===== src/rtl/apb_arb_pkg.sv =====
// Shared types and constants for the APB master arbiter.
// Slave select comes from the top two address bits.
package apb_arb_pkg;

  typedef enum logic [1:0] {
    IDLE   = 2'd0,
    SETUP  = 2'd1,
    ACCESS = 2'd2
  } state_t;

  localparam int NREQ_DEF = 2;
  localparam int AW_DEF   = 32;
  localparam int DW_DEF   = 32;
  localparam int TMO_DEF  = 16;

  localparam int SLV_SEL_MSB = AW_DEF - 1;
  localparam int SLV_SEL_LSB = AW_DEF - 2;
  localparam int SLV_SEL_W   = SLV_SEL_MSB - SLV_SEL_LSB + 1;

  function automatic logic [3:0] psel_decode(
    input logic [SLV_SEL_W-1:0] i_sel
  );
    return 4'b0001 << i_sel;
  endfunction

endpackage


===== src/rtl/apb_master_arbiter_if.sv =====
// Requester and APB signal bundle of the arbiter.
// master = arbiter view, slave = environment view.
interface apb_master_arbiter_if #(
  parameter int NREQ = 2,
  parameter int AW   = 32,
  parameter int DW   = 32
);
  logic [NREQ-1:0]    req;
  logic [NREQ-1:0]    req_write;
  logic [NREQ*AW-1:0] req_addr;
  logic [NREQ*DW-1:0] req_wdata;
  logic [NREQ-1:0]    done;
  logic [DW-1:0]      rsp_rdata;
  logic               rsp_err;

  logic [AW-1:0] PADDR;
  logic [DW-1:0] PWDATA;
  logic          PWRITE;
  logic          PENABLE;
  logic          PSEL1;
  logic          PSEL2;
  logic          PSEL3;
  logic          PSEL4;
  logic [DW-1:0] PRDATA;
  logic          PREADY;
  logic          PSLVERR;

  modport master (
    input  req, req_write, req_addr, req_wdata,
    input  PRDATA, PREADY, PSLVERR,
    output done, rsp_rdata, rsp_err,
    output PADDR, PWDATA, PWRITE, PENABLE,
    output PSEL1, PSEL2, PSEL3, PSEL4
  );

  modport slave (
    output req, req_write, req_addr, req_wdata,
    output PRDATA, PREADY, PSLVERR,
    input  done, rsp_rdata, rsp_err,
    input  PADDR, PWDATA, PWRITE, PENABLE,
    input  PSEL1, PSEL2, PSEL3, PSEL4
  );
endinterface


===== src/rtl/apb_rr_arbiter.sv =====
// Combinational round-robin pick: first set request at or after i_ptr.
// The pointer register is owned by the parent.
module apb_rr_arbiter #(
  parameter int NREQ = 2,
  localparam int PW  = $clog2(NREQ)
) (
  input  logic [NREQ-1:0] i_req,
  input  logic [PW-1:0]   i_ptr,
  output logic [NREQ-1:0] o_gnt,
  output logic [PW-1:0]   o_idx,
  output logic            o_any
);
  always_comb begin : p_pick
    logic [PW:0] w_pos;
    o_gnt = '0;
    o_idx = '0;
    o_any = 1'b0;
    w_pos = '0;
    for (int k = 0; k < NREQ; k++) begin
      w_pos = {1'b0, i_ptr} + (PW+1)'(k);
      if (w_pos >= (PW+1)'(NREQ))
        w_pos = w_pos - (PW+1)'(NREQ);
      if (!o_any && i_req[w_pos[PW-1:0]]) begin
        o_any                 = 1'b1;
        o_gnt[w_pos[PW-1:0]] = 1'b1;
        o_idx                 = w_pos[PW-1:0];
      end
    end
  end
endmodule


===== src/rtl/apb_master_arbiter.sv =====
// Round-robin APB master shared by NREQ requesters, 4-slave decode.
// Define APB_ARB_TIMEOUT_EN to abort ACCESS after TIMEOUT_CYCLES waits.
module apb_master_arbiter
  import apb_arb_pkg::*;
#(
  parameter int NREQ           = NREQ_DEF,
  parameter int AW             = AW_DEF,
  parameter int DW             = DW_DEF,
  parameter int TIMEOUT_CYCLES = TMO_DEF
) (
  input logic                  PCLK,
  input logic                  PRESET,
  apb_master_arbiter_if.master bus
);
  localparam int PW = $clog2(NREQ);

  state_t          r_state, w_state_nxt;
  logic [PW-1:0]   r_ptr, w_idx;
  logic [NREQ-1:0] r_win_oh, r_done;
  logic [NREQ-1:0] w_mask, w_gnt;
  logic            w_any, w_end, w_arb, w_tmo;
  logic [AW-1:0]   r_paddr;
  logic [DW-1:0]   r_pwdata, r_rdata;
  logic            r_pwrite, r_err;
  logic [3:0]      w_psel;
  logic [AW-1:0]   w_addr  [NREQ];
  logic [DW-1:0]   w_wdata [NREQ];

  for (genvar g = 0; g < NREQ; g++) begin : g_unpack
    assign w_addr[g]  = bus.req_addr[g*AW +: AW];
    assign w_wdata[g] = bus.req_wdata[g*DW +: DW];
  end

`ifdef APB_ARB_TIMEOUT_EN
  localparam int TW = $clog2(TIMEOUT_CYCLES + 1);
  logic [TW-1:0] r_tmo_cnt;

  always_ff @(posedge PCLK or posedge PRESET) begin
    if (PRESET)
      r_tmo_cnt <= '0;
    else if (r_state != ACCESS)
      r_tmo_cnt <= '0;
    else if (!bus.PREADY)
      r_tmo_cnt <= r_tmo_cnt + 1'b1;
  end

  assign w_tmo = (r_state == ACCESS) && !bus.PREADY &&
                 (r_tmo_cnt == TW'(TIMEOUT_CYCLES - 1));
`else
  logic w_unused_tmo;
  assign w_unused_tmo = (TIMEOUT_CYCLES != 0);
  assign w_tmo        = 1'b0;
`endif

  assign w_end  = (r_state == ACCESS) && (bus.PREADY || w_tmo);
  // the finishing requester may still hold req; skip it this round
  assign w_mask = (r_state == ACCESS) ? (bus.req & ~r_win_oh) : bus.req;
  assign w_arb  = w_any && ((r_state == IDLE) || w_end);

  apb_rr_arbiter #(.NREQ(NREQ)) u_rr (
    .i_req (w_mask),
    .i_ptr (r_ptr),
    .o_gnt (w_gnt),
    .o_idx (w_idx),
    .o_any (w_any)
  );

  always_comb begin
    w_state_nxt = r_state;
    w_psel      = '0;
    unique case (r_state)
      IDLE: begin
        if (w_any) w_state_nxt = SETUP;
      end
      SETUP: begin
        w_psel      = psel_decode(r_paddr[AW-1 -: SLV_SEL_W]);
        w_state_nxt = ACCESS;
      end
      ACCESS: begin
        w_psel = psel_decode(r_paddr[AW-1 -: SLV_SEL_W]);
        if (w_end) w_state_nxt = w_any ? SETUP : IDLE;
      end
      default: w_state_nxt = IDLE;
    endcase
  end

  always_ff @(posedge PCLK or posedge PRESET) begin
    if (PRESET) begin
      r_state  <= IDLE;
      r_ptr    <= '0;
      r_win_oh <= '0;
      r_paddr  <= '0;
      r_pwdata <= '0;
      r_pwrite <= 1'b0;
      r_done   <= '0;
      r_rdata  <= '0;
      r_err    <= 1'b0;
    end else begin
      r_state <= w_state_nxt;
      r_done  <= '0;
      if (w_end) begin
        r_done <= r_win_oh;
        r_err  <= w_tmo | bus.PSLVERR;
        if (w_tmo)
          r_rdata <= '0;
        else if (!r_pwrite)
          r_rdata <= bus.PRDATA;
      end
      if (w_arb) begin
        r_win_oh <= w_gnt;
        r_ptr    <= (w_idx == PW'(NREQ - 1)) ? '0 : w_idx + 1'b1;
        r_paddr  <= w_addr[w_idx];
        r_pwdata <= w_wdata[w_idx];
        r_pwrite <= bus.req_write[w_idx];
      end
    end
  end

  assign bus.PADDR     = r_paddr;
  assign bus.PWDATA    = r_pwdata;
  assign bus.PWRITE    = r_pwrite;
  assign bus.PENABLE   = (r_state == ACCESS);
  assign bus.PSEL1     = w_psel[0];
  assign bus.PSEL2     = w_psel[1];
  assign bus.PSEL3     = w_psel[2];
  assign bus.PSEL4     = w_psel[3];
  assign bus.done      = r_done;
  assign bus.rsp_rdata = r_rdata;
  assign bus.rsp_err   = r_err;
endmodule

===== src/flat_wrapper.sv =====
// flat-port wrapper written by rule: the top's interface ports become plain ports
module apb_master_arbiter_flat import apb_arb_pkg::*;
#(
  parameter int NREQ           = NREQ_DEF,
  parameter int AW             = AW_DEF,
  parameter int DW             = DW_DEF,
  parameter int TIMEOUT_CYCLES = TMO_DEF
)
  (PCLK, PRESET, bus_req, bus_req_write, bus_req_addr, bus_req_wdata, bus_PRDATA, bus_PREADY, bus_PSLVERR, bus_done, bus_rsp_rdata, bus_rsp_err, bus_PADDR, bus_PWDATA, bus_PWRITE, bus_PENABLE, bus_PSEL1, bus_PSEL2, bus_PSEL3, bus_PSEL4);
  apb_master_arbiter_if #(.NREQ(NREQ), .AW(AW), .DW(DW)) bus_i ();
  input logic PCLK;
  input logic PRESET;
  input wire logic [$bits(bus_i.req)-1:0] bus_req;
  input wire logic [$bits(bus_i.req_write)-1:0] bus_req_write;
  input wire logic [$bits(bus_i.req_addr)-1:0] bus_req_addr;
  input wire logic [$bits(bus_i.req_wdata)-1:0] bus_req_wdata;
  input wire logic [$bits(bus_i.PRDATA)-1:0] bus_PRDATA;
  input wire logic [$bits(bus_i.PREADY)-1:0] bus_PREADY;
  input wire logic [$bits(bus_i.PSLVERR)-1:0] bus_PSLVERR;
  output wire logic [$bits(bus_i.done)-1:0] bus_done;
  output wire logic [$bits(bus_i.rsp_rdata)-1:0] bus_rsp_rdata;
  output wire logic [$bits(bus_i.rsp_err)-1:0] bus_rsp_err;
  output wire logic [$bits(bus_i.PADDR)-1:0] bus_PADDR;
  output wire logic [$bits(bus_i.PWDATA)-1:0] bus_PWDATA;
  output wire logic [$bits(bus_i.PWRITE)-1:0] bus_PWRITE;
  output wire logic [$bits(bus_i.PENABLE)-1:0] bus_PENABLE;
  output wire logic [$bits(bus_i.PSEL1)-1:0] bus_PSEL1;
  output wire logic [$bits(bus_i.PSEL2)-1:0] bus_PSEL2;
  output wire logic [$bits(bus_i.PSEL3)-1:0] bus_PSEL3;
  output wire logic [$bits(bus_i.PSEL4)-1:0] bus_PSEL4;
  assign bus_i.req = bus_req;
  assign bus_i.req_write = bus_req_write;
  assign bus_i.req_addr = bus_req_addr;
  assign bus_i.req_wdata = bus_req_wdata;
  assign bus_i.PRDATA = bus_PRDATA;
  assign bus_i.PREADY = bus_PREADY;
  assign bus_i.PSLVERR = bus_PSLVERR;
  assign bus_done = bus_i.done;
  assign bus_rsp_rdata = bus_i.rsp_rdata;
  assign bus_rsp_err = bus_i.rsp_err;
  assign bus_PADDR = bus_i.PADDR;
  assign bus_PWDATA = bus_i.PWDATA;
  assign bus_PWRITE = bus_i.PWRITE;
  assign bus_PENABLE = bus_i.PENABLE;
  assign bus_PSEL1 = bus_i.PSEL1;
  assign bus_PSEL2 = bus_i.PSEL2;
  assign bus_PSEL3 = bus_i.PSEL3;
  assign bus_PSEL4 = bus_i.PSEL4;
  apb_master_arbiter #(.NREQ(NREQ), .AW(AW), .DW(DW), .TIMEOUT_CYCLES(TIMEOUT_CYCLES)) u_core (.PCLK(PCLK), .PRESET(PRESET), .bus(bus_i));
endmodule

===== config.mk =====
export PLATFORM = sky130hd
export DESIGN_NAME = apb_master_arbiter_flat
export DESIGN_NICKNAME = d
export VERILOG_FILES = /design/src/rtl/apb_arb_pkg.sv /design/src/rtl/apb_master_arbiter_if.sv /design/src/rtl/apb_rr_arbiter.sv /design/src/rtl/apb_master_arbiter.sv /design/src/flat_wrapper.sv
export SDC_FILE = /design/constraint.sdc
export NUM_CORES = 1
export LEC_CHECK = 0
export BUFFER_PORTS_ARGS = -buffer_cell sky130_fd_sc_hd__buf_2
export CAP_MARGIN = 20
export CORE_MARGIN = 2
export CORE_UTILIZATION = 48
export CTS_CLUSTER_DIAMETER = 60
export DETAILED_ROUTE_END_ITERATION = 12
export PLACE_DENSITY = 0.82
export SLEW_MARGIN = 25
export SYNTH_ARGS = -nofsm -noshare
export SYNTH_HDL_FRONTEND = slang
export SYNTH_HIERARCHICAL = 1
export SYNTH_SLANG_ARGS = --single-unit

===== constraint.sdc =====
create_clock -name PCLK -period 8.12 [get_ports PCLK]
set_input_delay 0.812 -clock PCLK [delete_from_list [all_inputs] [get_ports PCLK]]
set_output_delay 0.812 -clock PCLK [all_outputs]
set_load 0.005 [all_outputs]

Word-level counts from Yosys, hierarchy flattened
Index checks and enable logic that the tools add are counted.
W data, S select, Z words.
- add/sub/neg operators: 4
- order comparisons: 8
- equality and inequality tests: 4
- shift operators: 1
- mux-type cells: 32
- bitwise gates (word level): 5
- reduce and logical (&&, ||, !) cells: 11
- operators with widths (operator ; count):
    $mux W32 ; 6
    $mux W1 ; 16
    $mux W2 ; 6
    $lt A1 B2 Y1 const B ; 3
    $pmux W2 S3 ; 1
    $logic_and A1 B1 Y1 ; 5
    $ge A2 B2 Y1 const B ; 2
    $mux W4 ; 1
    $ne A2 B1 Y1 const B ; 2
    $reduce_and A2 Y1 ; 2
    $shl A1 B2 Y4 const A ; 1
    $add A1 B1 Y2 const B ; 1
    $and A2 B2 Y2 ; 1
    $demux W1 S1 ; 2
    $eq A2 B1 Y1 const B ; 1
    $eq A2 B2 Y1 const B ; 1
    $ge A1 B1 Y1 const B ; 2
    $ge A1 B2 Y1 const B ; 1
    $logic_not A2 Y1 ; 1
    $not A1 Y2 ; 1
    $not A2 Y2 ; 1
    $or A2 B2 Y2 ; 1
    $reduce_or A2 Y1 ; 1
    $sub A1 B1 Y1 const B ; 2
    4 further kinds ; 4
- register bits: 105
- input port bits: 168
- output and inout bits: 105
- word-level logic and storage cells: 74

Logic depth before layout (Yosys ltp)
- depth in word-level cells: 13
- gate-level depth with buffers: 8

Cells and area by module
Netlist, hierarchy kept.
- by module, submodules not included (module ; times used ; cells an instance ; area each (um^2) ; sequential area each (um^2)):
    apb_master_arbiter ; 1 ; 317 ; 4894.7 ; 2627.5
    apb_rr_arbiter ; 1 ; 5 ; 32.5 ; 0.0

Worst setup path before layout
No wires, ideal clock.
- kind: input-to-reg
- start point: input bus_req[1]
- end point: register u_core.r_pwdata[10] (netlist: u_core/bus.PWDATA[10])
- library setup time: 0.125 ns
- data arrival time: 2.390 ns
- required time: 7.995 ns
- path slack: 5.605 ns
- stages: 6
- buffers on the path: 2
- path through: a21boi_0 a21boi_0 buf_2 buf_2 mux2_2 mux2_4
- longest elaborated chain between the ends: 12
- elaborated cells on any way between the ends: 17
- RTL lines (item ; RTL line ; source):
    start, declared ; flat_wrapper.sv:13 ; input wire logic [$bits(bus_i.req)-1:0] bus_req;
    $and A2 B2 Y2 ; apb_master_arbiter.sv:57 ; assign w_mask = (r_state == ACCESS) ? (bus.req & ~r_win_oh) : bus.req;
    $mux W2 * ; apb_master_arbiter.sv:57 ;
    $mux W1 (implied by the code) (2 in a row) ; apb_rr_arbiter.sv:23 ; if (!o_any && i_req[w_pos[PW-1:0]]) begin
    $mux W1 ; apb_rr_arbiter.sv:23 ;
    $logic_not A1 Y1 ; apb_rr_arbiter.sv:23 ;
    $logic_and A1 B1 Y1 ; apb_rr_arbiter.sv:23 ;
    $mux W1 * ; apb_rr_arbiter.sv:23 ;
    named net u_core.w_idx ; apb_master_arbiter.sv:18 ; logic [PW-1:0] r_ptr, w_idx;
    $not A1 Y2 (implied by the code) * ; apb_master_arbiter.sv:113 ; r_pwdata <= w_wdata[w_idx];
    $mux W32 (implied by the code) * (3 in a row) ; apb_master_arbiter.sv:113 ;
    end signal, assigned ; apb_master_arbiter.sv:113 ;
    end, declared ; apb_master_arbiter.sv:23 ; logic [DW-1:0] r_pwdata, r_rdata;
The timed path passes the listed nets; every way through them passes the cells marked *. The select of a mux whose other input is x is not followed.
A chain may end at the register's enable or synchronous reset.

Final worst setup path
- start point: register u_core.r_state[0]
- end point: register u_core.r_pwdata[25] (netlist: u_core/bus.PWDATA[25])
- longest elaborated chain between the ends: 12
- elaborated cells on any way between the ends: 20
- RTL lines (item ; RTL line ; source):
    start, declared ; apb_master_arbiter.sv:17 ; state_t r_state, w_state_nxt;
    start signal, assigned ; apb_master_arbiter.sv:99 ; r_state <= w_state_nxt;
    $eq A2 B2 Y1 * ; apb_master_arbiter.sv:57 ;
    $mux W2 * ; apb_master_arbiter.sv:57 ;
    named net u_core.w_mask[1] ; apb_master_arbiter.sv:20 ; logic [NREQ-1:0] w_mask, w_gnt;
    $mux W1 (implied by the code) (2 in a row) ; apb_rr_arbiter.sv:23 ;
    $mux W1 ; apb_rr_arbiter.sv:23 ;
    $logic_not A1 Y1 ; apb_rr_arbiter.sv:23 ;
    $logic_and A1 B1 Y1 ; apb_rr_arbiter.sv:23 ;
    $mux W1 * ; apb_rr_arbiter.sv:23 ;
    named net u_core.w_idx ; apb_master_arbiter.sv:18 ;
    $not A1 Y2 (implied by the code) * ; apb_master_arbiter.sv:113 ;
    $mux W32 (implied by the code) * (3 in a row) ; apb_master_arbiter.sv:113 ;
Marked as above.

==> impl_metrics.yaml <==
power_and_ir_drop:
  p_clk_frac: 0.157
  intPower_mw: 1.60
  irDropWorstVdd_mv: 0.171
  p_per_area_mw_per_mm2: 352
  pwr-share-seq: 0.396
  switchingPower_mw: 0.723
  p_leak_nw: 3.38
  swShare: 0.311
  p_total_mw: 2.33
  power_frac_comb: 0.447
drt:
  drc: 0
  totalWireLength_um: 11600
  drtPass1Iterations: 4
  avgRoutedWirePerCell_um: 15.9
  drt_iter0_drc: 137
  ant_nets: 0
  vias: 3576
  vias_per_cell: 4.91
timing:
  min_period_over_period: 0.400
  final-max-slew-violation-count: 0
  finalSetupViolCount: 0
  tns_ps: 0
  rsz0062_at_grt: "false"
  finClkSkew_ps: 12.0
  tightest_slew_ps: 972
  hold_viol_final: 0
  fin_crit_ps: 3250
  slew_headroom: 0.352
  fmax_mhz: 308
synth:
  ys_ff_latch: 105
  synth_top_family_by_area: "multiplexers"
  synth-main-ff-cell: "dfrtp_1"
  syn_inst: 322
  synth_fa_ha_area_frac: 0.0102
  synth_area_leaders: "dfrtp_1 (53%), mux2_2 (33%), mux2_4 (5.8%)"
  synth_nets: 494
  ys_types: 22
  yosys.area_share.simple: 0.0142
  synth_area_mm2: 0.00493
  yosys.area_share.xor_xnor: 0
  ys_async_sr_fraction: 1.00
  synth_edf_count: 0
  muxShareOfSynthArea: 0.398
  netlist.area_leader.share: 0.533
  avgSynthCellArea_um2: 15.3
  synth_common_cells: "mux2_2 (146), dfrtp_1 (105), mux2_4 (19)"
  post-synth-top-count-cell: "mux2_2"
  ys_seq_area_frac: 0.533
  synth_top_cell_by_area: "dfrtp_1"
  ys_warn_count: 6
  synth-compound-area-share: 0.0137
global_routing:
  grt_usage: 0.209
  grt_max_degree: 69
  grt_overflow: 0
  grt_use_met2: 0.386
  grt_pass1_wl_um: 18400
  grtUsageMet3: 0.0340
  busiest_layer: "met2"
  grt_util_met1: 0.226
  grt_pass1_vias: 3776
  grt_antenna_before_repair: 0
worst_setup_path:
  crit_type: "reg2reg"
  crit_required_ps: 8370
  critPathLaunchType: "flop"
  crit_path_end_kind: "flop"
  crit_arrival_ps: 3500
  worstPathMaxFanout: 47
floorplanning:
  die_y_um: 105
  coreArea_mm2: 0.00986
  io_pins: 273
  die_area_mm2: 0.0111
  initial_utilization: 0.499
  rows: 36
  die_w_um: 105
clock_network:
  cts_made_buffers: 9
  clock-root-buffer: "clkbuf_8"
  cts.sinks: 105
  ctsHoldBuffers: 0
  clk_pin_slew_worst_paths_ps: 100
  cts_max_level: 3
  cts_tree: "built"
  clk_latency_ps: 370
  cts_resized: 0
  postCtsSetupRepairBufs: 0
  clock_path_buffers: 2
final_layout:
  final_cell_area_mm2: 0.00661
  nFillCells: 728
  nets: 763
  regArea_mm2: 0.00263
  diodes: 0
  synthToLayoutAreaGrowth_pct: 34.2
  multi_input_area_mm2: 0.00217
  layout-drive-gt1-share: 0.773
placed_design:
  gp_congestion: 0.802
  hpwl_um: 8750
  numPortBuffers: 272
  postPlaceCellArea_mm2: 0.00638
hold_path:
  hold_path.class: "in2async"
run:
  drv_cap: 0
run_status:
  status: "completed"
-- registers in the layout (all words and copies together), names as in the netlist --
signal	count
u_core/bus.rsp_rdata	32
u_core/bus.PWRITE	1
u_core/r_ptr	1
u_core/bus.PWDATA	32
u_core/bus.done	2
u_core/bus.rsp_err	1
u_core/bus.PADDR	32
u_core/r_win_oh	2
u_core/r_state	2
-- power groups by stage --
stage	Combinational, mW	Clock, mW	Sequential [mW]
after floorplan	0.630	0	0.945
after global placement	1.02	0	0.915
after detailed placement	1.05	0	0.932
after CTS	1.06	0.375	0.924
after global routing	1.13	0.394	0.958
final	1.04	0.364	0.922
-- cell type report --
cell class                      count  share of cell area
Sequential cell                   105               0.398
Multi-Input combinational cell    192               0.328
Tap cell                          133              0.0252
Clock buffer                       11              0.0229
Clock inverter                      5              0.0117
Timing Repair Buffer              276               0.210
Inverter                            7             0.00435
-- layout by cell type (no fill, tap or decap), drive strengths merged, types with 2 or more instances in the layout --
cell type,netlist,final
mux2i,2,2
clkbuf,2,11
and3,3,3
mux2,166,166
o22ai,2,2
ha,4,4
nand2b,2,2
a21boi,5,5
bufinv,0,2
clkinv,0,2
dfrtp,105,105
buf,16,276
inv,7,7
-- routing by layer --
| metal | vias up | share of wire |
|---|---|---|
| li1 | 1684 | - |
| met2 | 146 | 0.54 |
| met4 | 0 | 0.033 |
| met5 | - | 0 |
| met1 | 1717 | 0.36 |
| met3 | 29 | 0.062 |
-- cells by family (layout without fill, tap and decap cells) --
group / after synthesis / count (layout)
AOI/OAI and AO/OA: 9 / 9
adders and majority gates: 4 / 4
buffers and inverters: 25 / 299
DFF: 105 / 105
muxes: 168 / 168
and+or+nand+nor: 11 / 11
-- worst max-delay path, stage by stage, from the launching register on --
cell,delay (ps)
dfrtp_1,390
inv_1,110
ha_1,300
a21boi_0,380
a21boi_4,630
buf_4,610
mux2_2,400
mux2_2,260
-- through the flow --
stage | hold slack [ps] | setup WS, ps | util | instances
6_report | 473 | 4870 | 0.670 | 729
5_1_grt | 494 | 4660 | 0.670 | 729
4_1_cts | 469 | 4860 | 0.670 | 729
3_5_place_dp | 488 | 4770 | 0.647 | 713
3_3_place_gp | 471 | 4900 | 0.647 | 713
2_1_floorplan | 488 | 4550 | - | 322
-- worst paths after layout --
path | from | end | slack, ps | cells after the start
setup / recovery | u_core/r_state[0] | u_core/bus.PWDATA[25] | 4870 | 7
hold / removal | PRESET | u_core/bus.rsp_rdata[27] | 470 | 2
setup reg to reg | u_core/r_state[0] | u_core/bus.PWDATA[25] | 4870 | 7
hold reg to reg | u_core/bus.PWDATA[15] | u_core/bus.PWDATA[15] | 510 | 1
max in group asynchronous | PRESET | u_core/bus.rsp_rdata[16] | 6410 | 3
min in group PCLK | u_core/bus.PWDATA[15] | u_core/bus.PWDATA[15] | 510 | 1
Note: power is estimated with default switching activity, not from simulation.
